`config.mk`:
```
export PLATFORM = sky130hd
export DESIGN_NAME = cc_miss_req_unit_flat
export DESIGN_NICKNAME = d
export VERILOG_FILES = /design/src/rtl/cc_miss_req_unit_if.sv /design/src/rtl/cc_miss_req_unit.sv /design/src/flat_wrapper.sv
export SDC_FILE = /design/constraint.sdc
export NUM_CORES = 1
export LEC_CHECK = 0
export CAP_MARGIN = 30
export CORE_MARGIN = 5
export CORE_UTILIZATION = 50
export CTS_CLUSTER_DIAMETER = 40
export CTS_CLUSTER_SIZE = 8
export DETAILED_ROUTE_END_ITERATION = 16
export GPL_TIMING_DRIVEN = 0
export PLACE_DENSITY_LB_ADDON = 0.08
export RECOVER_POWER = 25
export SLEW_MARGIN = 0
export SYNTH_ARGS = -nofsm -noshare
export SYNTH_HDL_FRONTEND = slang
export SYNTH_SLANG_ARGS = --single-unit
```
`constraint.sdc`:
```
create_clock -name clk -period 4 [get_ports clk]
set_clock_uncertainty 0.2 [all_clocks]
set_input_delay 0.8 -clock clk [delete_from_list [all_inputs] [get_ports clk]]
set_output_delay 0.8 -clock clk [all_outputs]
set_load 0.03 [all_outputs]
```
`src/rtl/cc_miss_req_unit_if.sv`:
```
// Miss-request, AXI AR and miss-address FIFO signals of the cache miss request unit.
// The slave modport is the unit; the master modport is its surrounding logic.
interface cc_miss_req_unit_if #(
    parameter int unsigned ADDR_W = 32
);
    logic              miss_req_valid_i;
    logic [ADDR_W-1:0] miss_req_addr_i;
    logic              miss_req_ready_o;

    logic              mem_arvalid_o;
    logic [ADDR_W-1:0] mem_araddr_o;
    logic [3:0]        mem_arlen_o;
    logic [2:0]        mem_arsize_o;
    logic [1:0]        mem_arburst_o;
    logic              mem_arready_i;

    logic              miss_addr_fifo_rden_i;
    logic              miss_addr_fifo_empty_o;
    logic [ADDR_W-1:0] miss_addr_fifo_rdata_o;
    logic              miss_addr_fifo_full_o;

    modport slave (
        input  miss_req_valid_i, miss_req_addr_i, mem_arready_i, miss_addr_fifo_rden_i,
        output miss_req_ready_o, mem_arvalid_o, mem_araddr_o, mem_arlen_o, mem_arsize_o,
               mem_arburst_o, miss_addr_fifo_empty_o, miss_addr_fifo_rdata_o,
               miss_addr_fifo_full_o
    );

    modport master (
        output miss_req_valid_i, miss_req_addr_i, mem_arready_i, miss_addr_fifo_rden_i,
        input  miss_req_ready_o, mem_arvalid_o, mem_araddr_o, mem_arlen_o, mem_arsize_o,
               mem_arburst_o, miss_addr_fifo_empty_o, miss_addr_fifo_rdata_o,
               miss_addr_fifo_full_o
    );
endinterface

```
`src/rtl/cc_miss_req_unit.sv`:
```
// Cache miss request unit: issues one 8-beat WRAP AXI read burst per miss and
// queues the aligned miss address in an in-order FWFT FIFO for the fill stage.
module cc_miss_req_unit #(
    parameter int unsigned FIFO_DEPTH = 4,
    parameter int unsigned ADDR_W     = 32
) (
    input  logic                clk,
    input  logic                rst,
    cc_miss_req_unit_if.slave   bus
);
    localparam int unsigned PTR_W = $clog2(FIFO_DEPTH);
    localparam int unsigned CNT_W = PTR_W + 1;
    localparam logic [CNT_W-1:0] DEPTH_C = CNT_W'(FIFO_DEPTH);

    typedef enum logic [0:0] {
        IDLE   = 1'b0,
        AR_REQ = 1'b1
    } state_t;

    state_t            state_q, state_d;
    logic              arvalid_q;
    logic [ADDR_W-1:0] araddr_q;
    logic              ready_c;
    logic              load_c;
    logic              push_c;
    logic              pop_c;

    logic [ADDR_W-1:0] mem [FIFO_DEPTH];
    logic [PTR_W-1:0]  wrptr_q, rdptr_q;
    logic [CNT_W-1:0]  count_q;
    logic              empty_c, full_c;

    logic              unused_addr_lsb;
    assign unused_addr_lsb = ^bus.miss_req_addr_i[2:0];

    assign empty_c = (count_q == '0);
    assign full_c  = (count_q == DEPTH_C);
    assign pop_c   = bus.miss_addr_fifo_rden_i && !empty_c;

    // Next-state and handshake decode
    always_comb begin
        state_d = state_q;
        ready_c = 1'b0;
        load_c  = 1'b0;
        push_c  = 1'b0;
        case (state_q)
            IDLE: begin
                ready_c = (count_q < DEPTH_C);
                if (bus.miss_req_valid_i && ready_c) begin
                    load_c  = 1'b1;
                    state_d = AR_REQ;
                end
            end
            AR_REQ: begin
                if (arvalid_q && bus.mem_arready_i) begin
                    push_c  = 1'b1;
                    state_d = IDLE;
                end
            end
            default: state_d = IDLE;
        endcase
    end

    // FSM state and AR channel registers
    always_ff @(posedge clk) begin
        if (rst) begin
            state_q   <= IDLE;
            arvalid_q <= 1'b0;
            araddr_q  <= '0;
        end else begin
            state_q   <= state_d;
            arvalid_q <= (state_d == AR_REQ);
            if (load_c) begin
                araddr_q <= {bus.miss_req_addr_i[ADDR_W-1:3], 3'b000};
            end
        end
    end

    // FIFO pointers and occupancy
    always_ff @(posedge clk) begin
        if (rst) begin
            wrptr_q <= '0;
            rdptr_q <= '0;
            count_q <= '0;
        end else begin
            if (push_c) wrptr_q <= wrptr_q + PTR_W'(1);
            if (pop_c)  rdptr_q <= rdptr_q + PTR_W'(1);
            case ({push_c, pop_c})
                2'b10:   count_q <= count_q + CNT_W'(1);
                2'b01:   count_q <= count_q - CNT_W'(1);
                default: count_q <= count_q;
            endcase
        end
    end

    // Storage needs no reset: the head is only exposed while count is non-zero
    always_ff @(posedge clk) begin
        if (push_c) begin
            mem[wrptr_q] <= araddr_q;
        end
    end

    assign bus.miss_req_ready_o       = ready_c;
    assign bus.mem_arvalid_o          = arvalid_q;
    assign bus.mem_araddr_o           = araddr_q;
    assign bus.mem_arlen_o            = 4'd7;
    assign bus.mem_arsize_o           = 3'd3;
    assign bus.mem_arburst_o          = 2'b10;
    assign bus.miss_addr_fifo_empty_o = empty_c;
    assign bus.miss_addr_fifo_full_o  = full_c;
    assign bus.miss_addr_fifo_rdata_o = empty_c ? '0 : mem[rdptr_q];

    a_no_push_when_full : assert property (@(posedge clk) disable iff (rst) !(push_c && full_c));

endmodule
```
`src/flat_wrapper.sv`:
```
// flat-port wrapper written by rule: the top's interface ports become plain ports
module cc_miss_req_unit_flat 
#(
    parameter int unsigned FIFO_DEPTH = 4,
    parameter int unsigned ADDR_W     = 32
)
  (clk, rst, bus_miss_req_valid_i, bus_miss_req_addr_i, bus_mem_arready_i, bus_miss_addr_fifo_rden_i, bus_miss_req_ready_o, bus_mem_arvalid_o, bus_mem_araddr_o, bus_mem_arlen_o, bus_mem_arsize_o, bus_mem_arburst_o, bus_miss_addr_fifo_empty_o, bus_miss_addr_fifo_rdata_o, bus_miss_addr_fifo_full_o);
  cc_miss_req_unit_if #(.ADDR_W(ADDR_W)) bus_i ();
  input  logic clk;
  input  logic rst;
  input wire logic [$bits(bus_i.miss_req_valid_i)-1:0] bus_miss_req_valid_i;
  input wire logic [$bits(bus_i.miss_req_addr_i)-1:0] bus_miss_req_addr_i;
  input wire logic [$bits(bus_i.mem_arready_i)-1:0] bus_mem_arready_i;
  input wire logic [$bits(bus_i.miss_addr_fifo_rden_i)-1:0] bus_miss_addr_fifo_rden_i;
  output wire logic [$bits(bus_i.miss_req_ready_o)-1:0] bus_miss_req_ready_o;
  output wire logic [$bits(bus_i.mem_arvalid_o)-1:0] bus_mem_arvalid_o;
  output wire logic [$bits(bus_i.mem_araddr_o)-1:0] bus_mem_araddr_o;
  output wire logic [$bits(bus_i.mem_arlen_o)-1:0] bus_mem_arlen_o;
  output wire logic [$bits(bus_i.mem_arsize_o)-1:0] bus_mem_arsize_o;
  output wire logic [$bits(bus_i.mem_arburst_o)-1:0] bus_mem_arburst_o;
  output wire logic [$bits(bus_i.miss_addr_fifo_empty_o)-1:0] bus_miss_addr_fifo_empty_o;
  output wire logic [$bits(bus_i.miss_addr_fifo_rdata_o)-1:0] bus_miss_addr_fifo_rdata_o;
  output wire logic [$bits(bus_i.miss_addr_fifo_full_o)-1:0] bus_miss_addr_fifo_full_o;
  assign bus_i.miss_req_valid_i = bus_miss_req_valid_i;
  assign bus_i.miss_req_addr_i = bus_miss_req_addr_i;
  assign bus_i.mem_arready_i = bus_mem_arready_i;
  assign bus_i.miss_addr_fifo_rden_i = bus_miss_addr_fifo_rden_i;
  assign bus_miss_req_ready_o = bus_i.miss_req_ready_o;
  assign bus_mem_arvalid_o = bus_i.mem_arvalid_o;
  assign bus_mem_araddr_o = bus_i.mem_araddr_o;
  assign bus_mem_arlen_o = bus_i.mem_arlen_o;
  assign bus_mem_arsize_o = bus_i.mem_arsize_o;
  assign bus_mem_arburst_o = bus_i.mem_arburst_o;
  assign bus_miss_addr_fifo_empty_o = bus_i.miss_addr_fifo_empty_o;
  assign bus_miss_addr_fifo_rdata_o = bus_i.miss_addr_fifo_rdata_o;
  assign bus_miss_addr_fifo_full_o = bus_i.miss_addr_fifo_full_o;
  cc_miss_req_unit #(.FIFO_DEPTH(FIFO_DEPTH), .ADDR_W(ADDR_W)) u_core (.clk(clk), .rst(rst), .bus(bus_i));
endmodule
```
==> metrics.md <==
| Metric | Value |
|---|---|
| Worst hold stages | `2` |
| Clk root buf | `clkbuf_16` |
| Period utilization | `0.8693` |
| Worst path arrival time | `around 2.5 ns` |
| Fillers | `879` |
| Critical path class | `reg -> out` |
| Worst vdd ir | `between 0.3 and 0.4 mV` |
| Min-delay src | `u_core.rdptr_q[1]$_SDFFE_PP0P_` |
| Register Area | `around 4300 sq um` |
| RR Startpoint | `u_core.count_q[2]$_SDFFE_PP0P_` |
| Slew @ Worst Pin | `just over 0.8 ns` |
| CTS H-tree lvls | `4` |
| CTS tree | `done` |
| Max-cap violations | `0` |
| Hold Path End | `u_core.rdptr_q[1]$_SDFFE_PP0P_` |
| # rows | `40` |
| Detailed-route wire length per cell | `18.14 microns` |
| Router iterations before antenna repair | `5` |
| Placed cell count | `a little over 600` |
| CTS clk-pin slew, worst paths | `roughly 0.060 ns` |
| CP endpoint kind | `primary output` |
| Vias per cell | `5.055` |
| Fin cells | `about 640` |
| Startpoint class of the critical path | `flip-flop` |
| Peak Freq | `about 290 MHz` |
| CTS Hold Bufs | `0` |
| Power Density | `between 600 and 700 nW/um^2` |
| Clock Path Buffers | `2` |
| R2R Path End | `u_core.count_q[2]$_SDFFE_PP0P_` |
| Mean Syn Cell Area | `between 15 and 20 sq um` |
| First-pass GRT wire length | `about 18 mm` |
| Detailed Place HPWL | `around 7.2 mm` |
| Die area | `14520 sq um` |
| Multi-input gate area | `1635 sq um` |
| Initial antenna violation count | `0` |
| Yosys top cell area share | `0.5707` |
| Die Y | `120.5 microns` |
| Reg2Reg Depth | `8` |
| Critical path's top delay family | `buffers and inverters` |
| Initial detailed-routing violation count | `between 100 and 150` |
| Status | `finished clean` |
| Worst slew margin | `0.4564` |
| Antenna diodes | `0` |
| Synth Register Bits | `approximately 160` |
| Post-CTS setup buffer count | `0` |
| Drt total wl | `11.56 mm` |
| CTS sink cnt | `around 160` |
| Core Area | `roughly 12000 sq um` |
| Die Span X | `roughly 120 microns` |
| Setup TNS | `0 ns` |
| Gr usage total | `0.1685` |
| Hold WC Path Type | `reg -> reg` |
| Yosys Warn Count | `0` |
| Post-Synthesis Cells | `roughly 350` |
| Fin. max-slew vios | `0` |
| Pleak | `roughly 2.8 nW` |
| Req. time, crit path | `3.00 ns` |
| Final #Nets | `520` |
| Crit path buf inv count | `3` |
| Register area share after synthesis | `0.6986` |
| Post-DRT Antenna Nets | `0` |
| Total CTS buffers | `17` |
| Pin count of the biggest net entering global routing | `30` |
| CP cell instances | `buf_2, buf_2, mux4_2, nor2b_1, clkdlybuf4s50_1` |
| Initial Util | `0.5081` |
| Worst skew pair latency | `approximately 0.42 ns` |
| Crit path largest cell delay | `about 0.63 ns` |
| DRC Markers | `0` |
| Library cells used by synthesis | `28` |
| Dominant cell type by area after synthesis | `edfxtp_1` |
| Mapped Area | `approximately 6000 sq um` |
| Cell depth of the worst setup path | `5` |
| Min Tclk post-route | `between 3 and 4 ns` |
| Number of global-route vias before repair | `roughly 3400` |
| Fin. Hold Viols | `0` |
| I/O Pins | `114` |
| PostCTS Resize Cnt | `0` |
| Crit Path Max Fanout | `10` |
| DR vias | `~3200` |
| Synth-to-Final Area Change | `29.62%` |
| Final setup vio count | `0` |
| Gr ovfl total | `0` |
| IO Port Bufs | `94` |
| Layout cells sized above 1 | `0.1898` |
| RSZ-0062 raised after global routing | `no` |
| Flop2flop setup slack | `1.84 ns` |
| CP dominant cell by count | `buf_2` |
| GP Congestion | `0.7368` |
| Slowest cell on the critical path | `clkdlybuf4s50_1` |
| Synth area leaders | `edfxtp_1 (57%), dfxtp_1 (13%), mux4_2 (9.2%)` |
## per-layer routing
| metal | part of all wire | global-route usage |
|---|---|---|
| met4 | 0.016 | 0.07011 |
| met5 | 0 | 0 |
| met1 | 0.43 | 0.2116 |
| met2 | 0.50 | 0.2738 |
| met3 | 0.060 | 0.05051 |
## state kept, by name, summed over array words and instances, names as in the netlist, named ones only
register,count
u_core.wrptr_q,2
u_core.count_q,3
u_core.mem,116
u_core.bus.mem_araddr_o,29
u_core.rdptr_q,2
u_core.bus.mem_arvalid_o,1
## worst reg2reg max path, stage by stage, from the launching register on
cell	delay, ns
dfxtp_1	0.45
o31ai_1	0.15
inv_1	0.08
ha_1	0.17
inv_1	0.06
fa_1	0.37
xor2_1	0.15
or3_1	0.30
a21oi_1	0.14
## power breakdown
part / total (mW) / switching, mW / internal [mW]
combinational: 1.33 / 0.735 / 0.595
sequential: 1.86 / 0.0569 / 1.80
clock: 1.69 / 0.599 / 1.09
total: 4.88 / 1.39 / 3.49
## stage by stage
stage	hold slack [ns]	instance area (sq um)	setup WS, ns	utilization	total power [mW]
after floorplan	0.2591	6152	1.633	-	2.764
after global placement	0.2680	7277	0.6564	0.6058	3.227
after detailed placement	0.2910	7282	0.9226	0.6063	3.238
after CTS	0.2994	7911	0.4606	0.6586	4.923
after global routing	0.3394	7911	0.3834	0.6586	5.075
final	0.2955	7911	0.5228	0.6586	4.880
## cells in the final DEF, fill, tap and decap left out
cell type and count:
xnor2_1 1, conb_1 15, mux4_1 4, clkdlybuf4s50_1 94, buf_2 4, buf_12 1
xor2_1 3, bufinv_16 5, edfxtp_1 116, dfxtp_1 39, o21ai_0 2, nor2b_1 22
nor2b_4 7, nor2_1 37, clkinv_1 2, a21oi_1 5, clkbuf_16 17, mux4_2 25
nand3_1 1, ha_1 5, o31ai_1 1, clkinvlp_4 1, and3_1 1, nand2_1 3
fa_1 1, buf_6 4, buf_4 16, clkinv_2 6, nor3b_2 1, mux2i_1 29
nor3_2 1, or3_1 2, clkbuf_1 7, clkinv_4 1, inv_1 7, and3_2 4
## how the worst max path moves through the flow
stage	endpoint	start	slack (ns)
floorplan	bus_miss_addr_fifo_rdata_o[21]	flip-flop	1.63
global placement	u_core.mem[3][12]$_DFFE_PP_	bus_mem_arready_i	0.66
detailed placement	bus_miss_addr_fifo_rdata_o[22]	flip-flop	0.92
CTS	bus_miss_addr_fifo_rdata_o[22]	flip-flop	0.46
global route	bus_miss_addr_fifo_rdata_o[22]	flip-flop	0.38
finish	bus_miss_addr_fifo_rdata_o[28]	flip-flop	0.52
## layout make-up
class / count / share of cell area
timing repair buffer: 94 / 0.1189
clock inverter: 15 / 0.02578
multi-input combinational: 170 / 0.2067
sequential: 155 / 0.5390
tap: 147 / 0.02325
buffer: 32 / 0.02926
inverter: 7 / 0.003321
clock buffer: 17 / 0.05377
## synth_stat cells
cell and number:
xor2_1 3, and3_1 5, dfxtp_1 39, xnor2_1 1
inv_1 7, a21oi_1 5, fa_1 1, nand2_1 3
nor2b_1 22, o31ai_1 1, or3_1 2, buf_4 16
conb_1 2, clkbuf_1 7, nand3_1 1, nor2b_4 7
mux2i_1 29, ha_1 5, nor3_2 1, mux4_1 4
nor3b_2 1, nor2_1 37, buf_6 4, buf_12 1
edfxtp_1 116, buf_2 4, mux4_2 25, o21ai_0 2
## cells by family after synthesis
| family | synth area share |
|---|---|
| xor gates and xnor gates | 0.005741 |
| adders and majority gates | 0.01353 |
| AOI/OAI and AO/OA | 0.006970 |
| DFF | 0.6986 |
| buffers and inverters | 0.04223 |
| muxes | 0.1570 |
| other | 0.001230 |
| and+or+nand+nor | 0.07462 |
(Power assumes the default switching activity.)
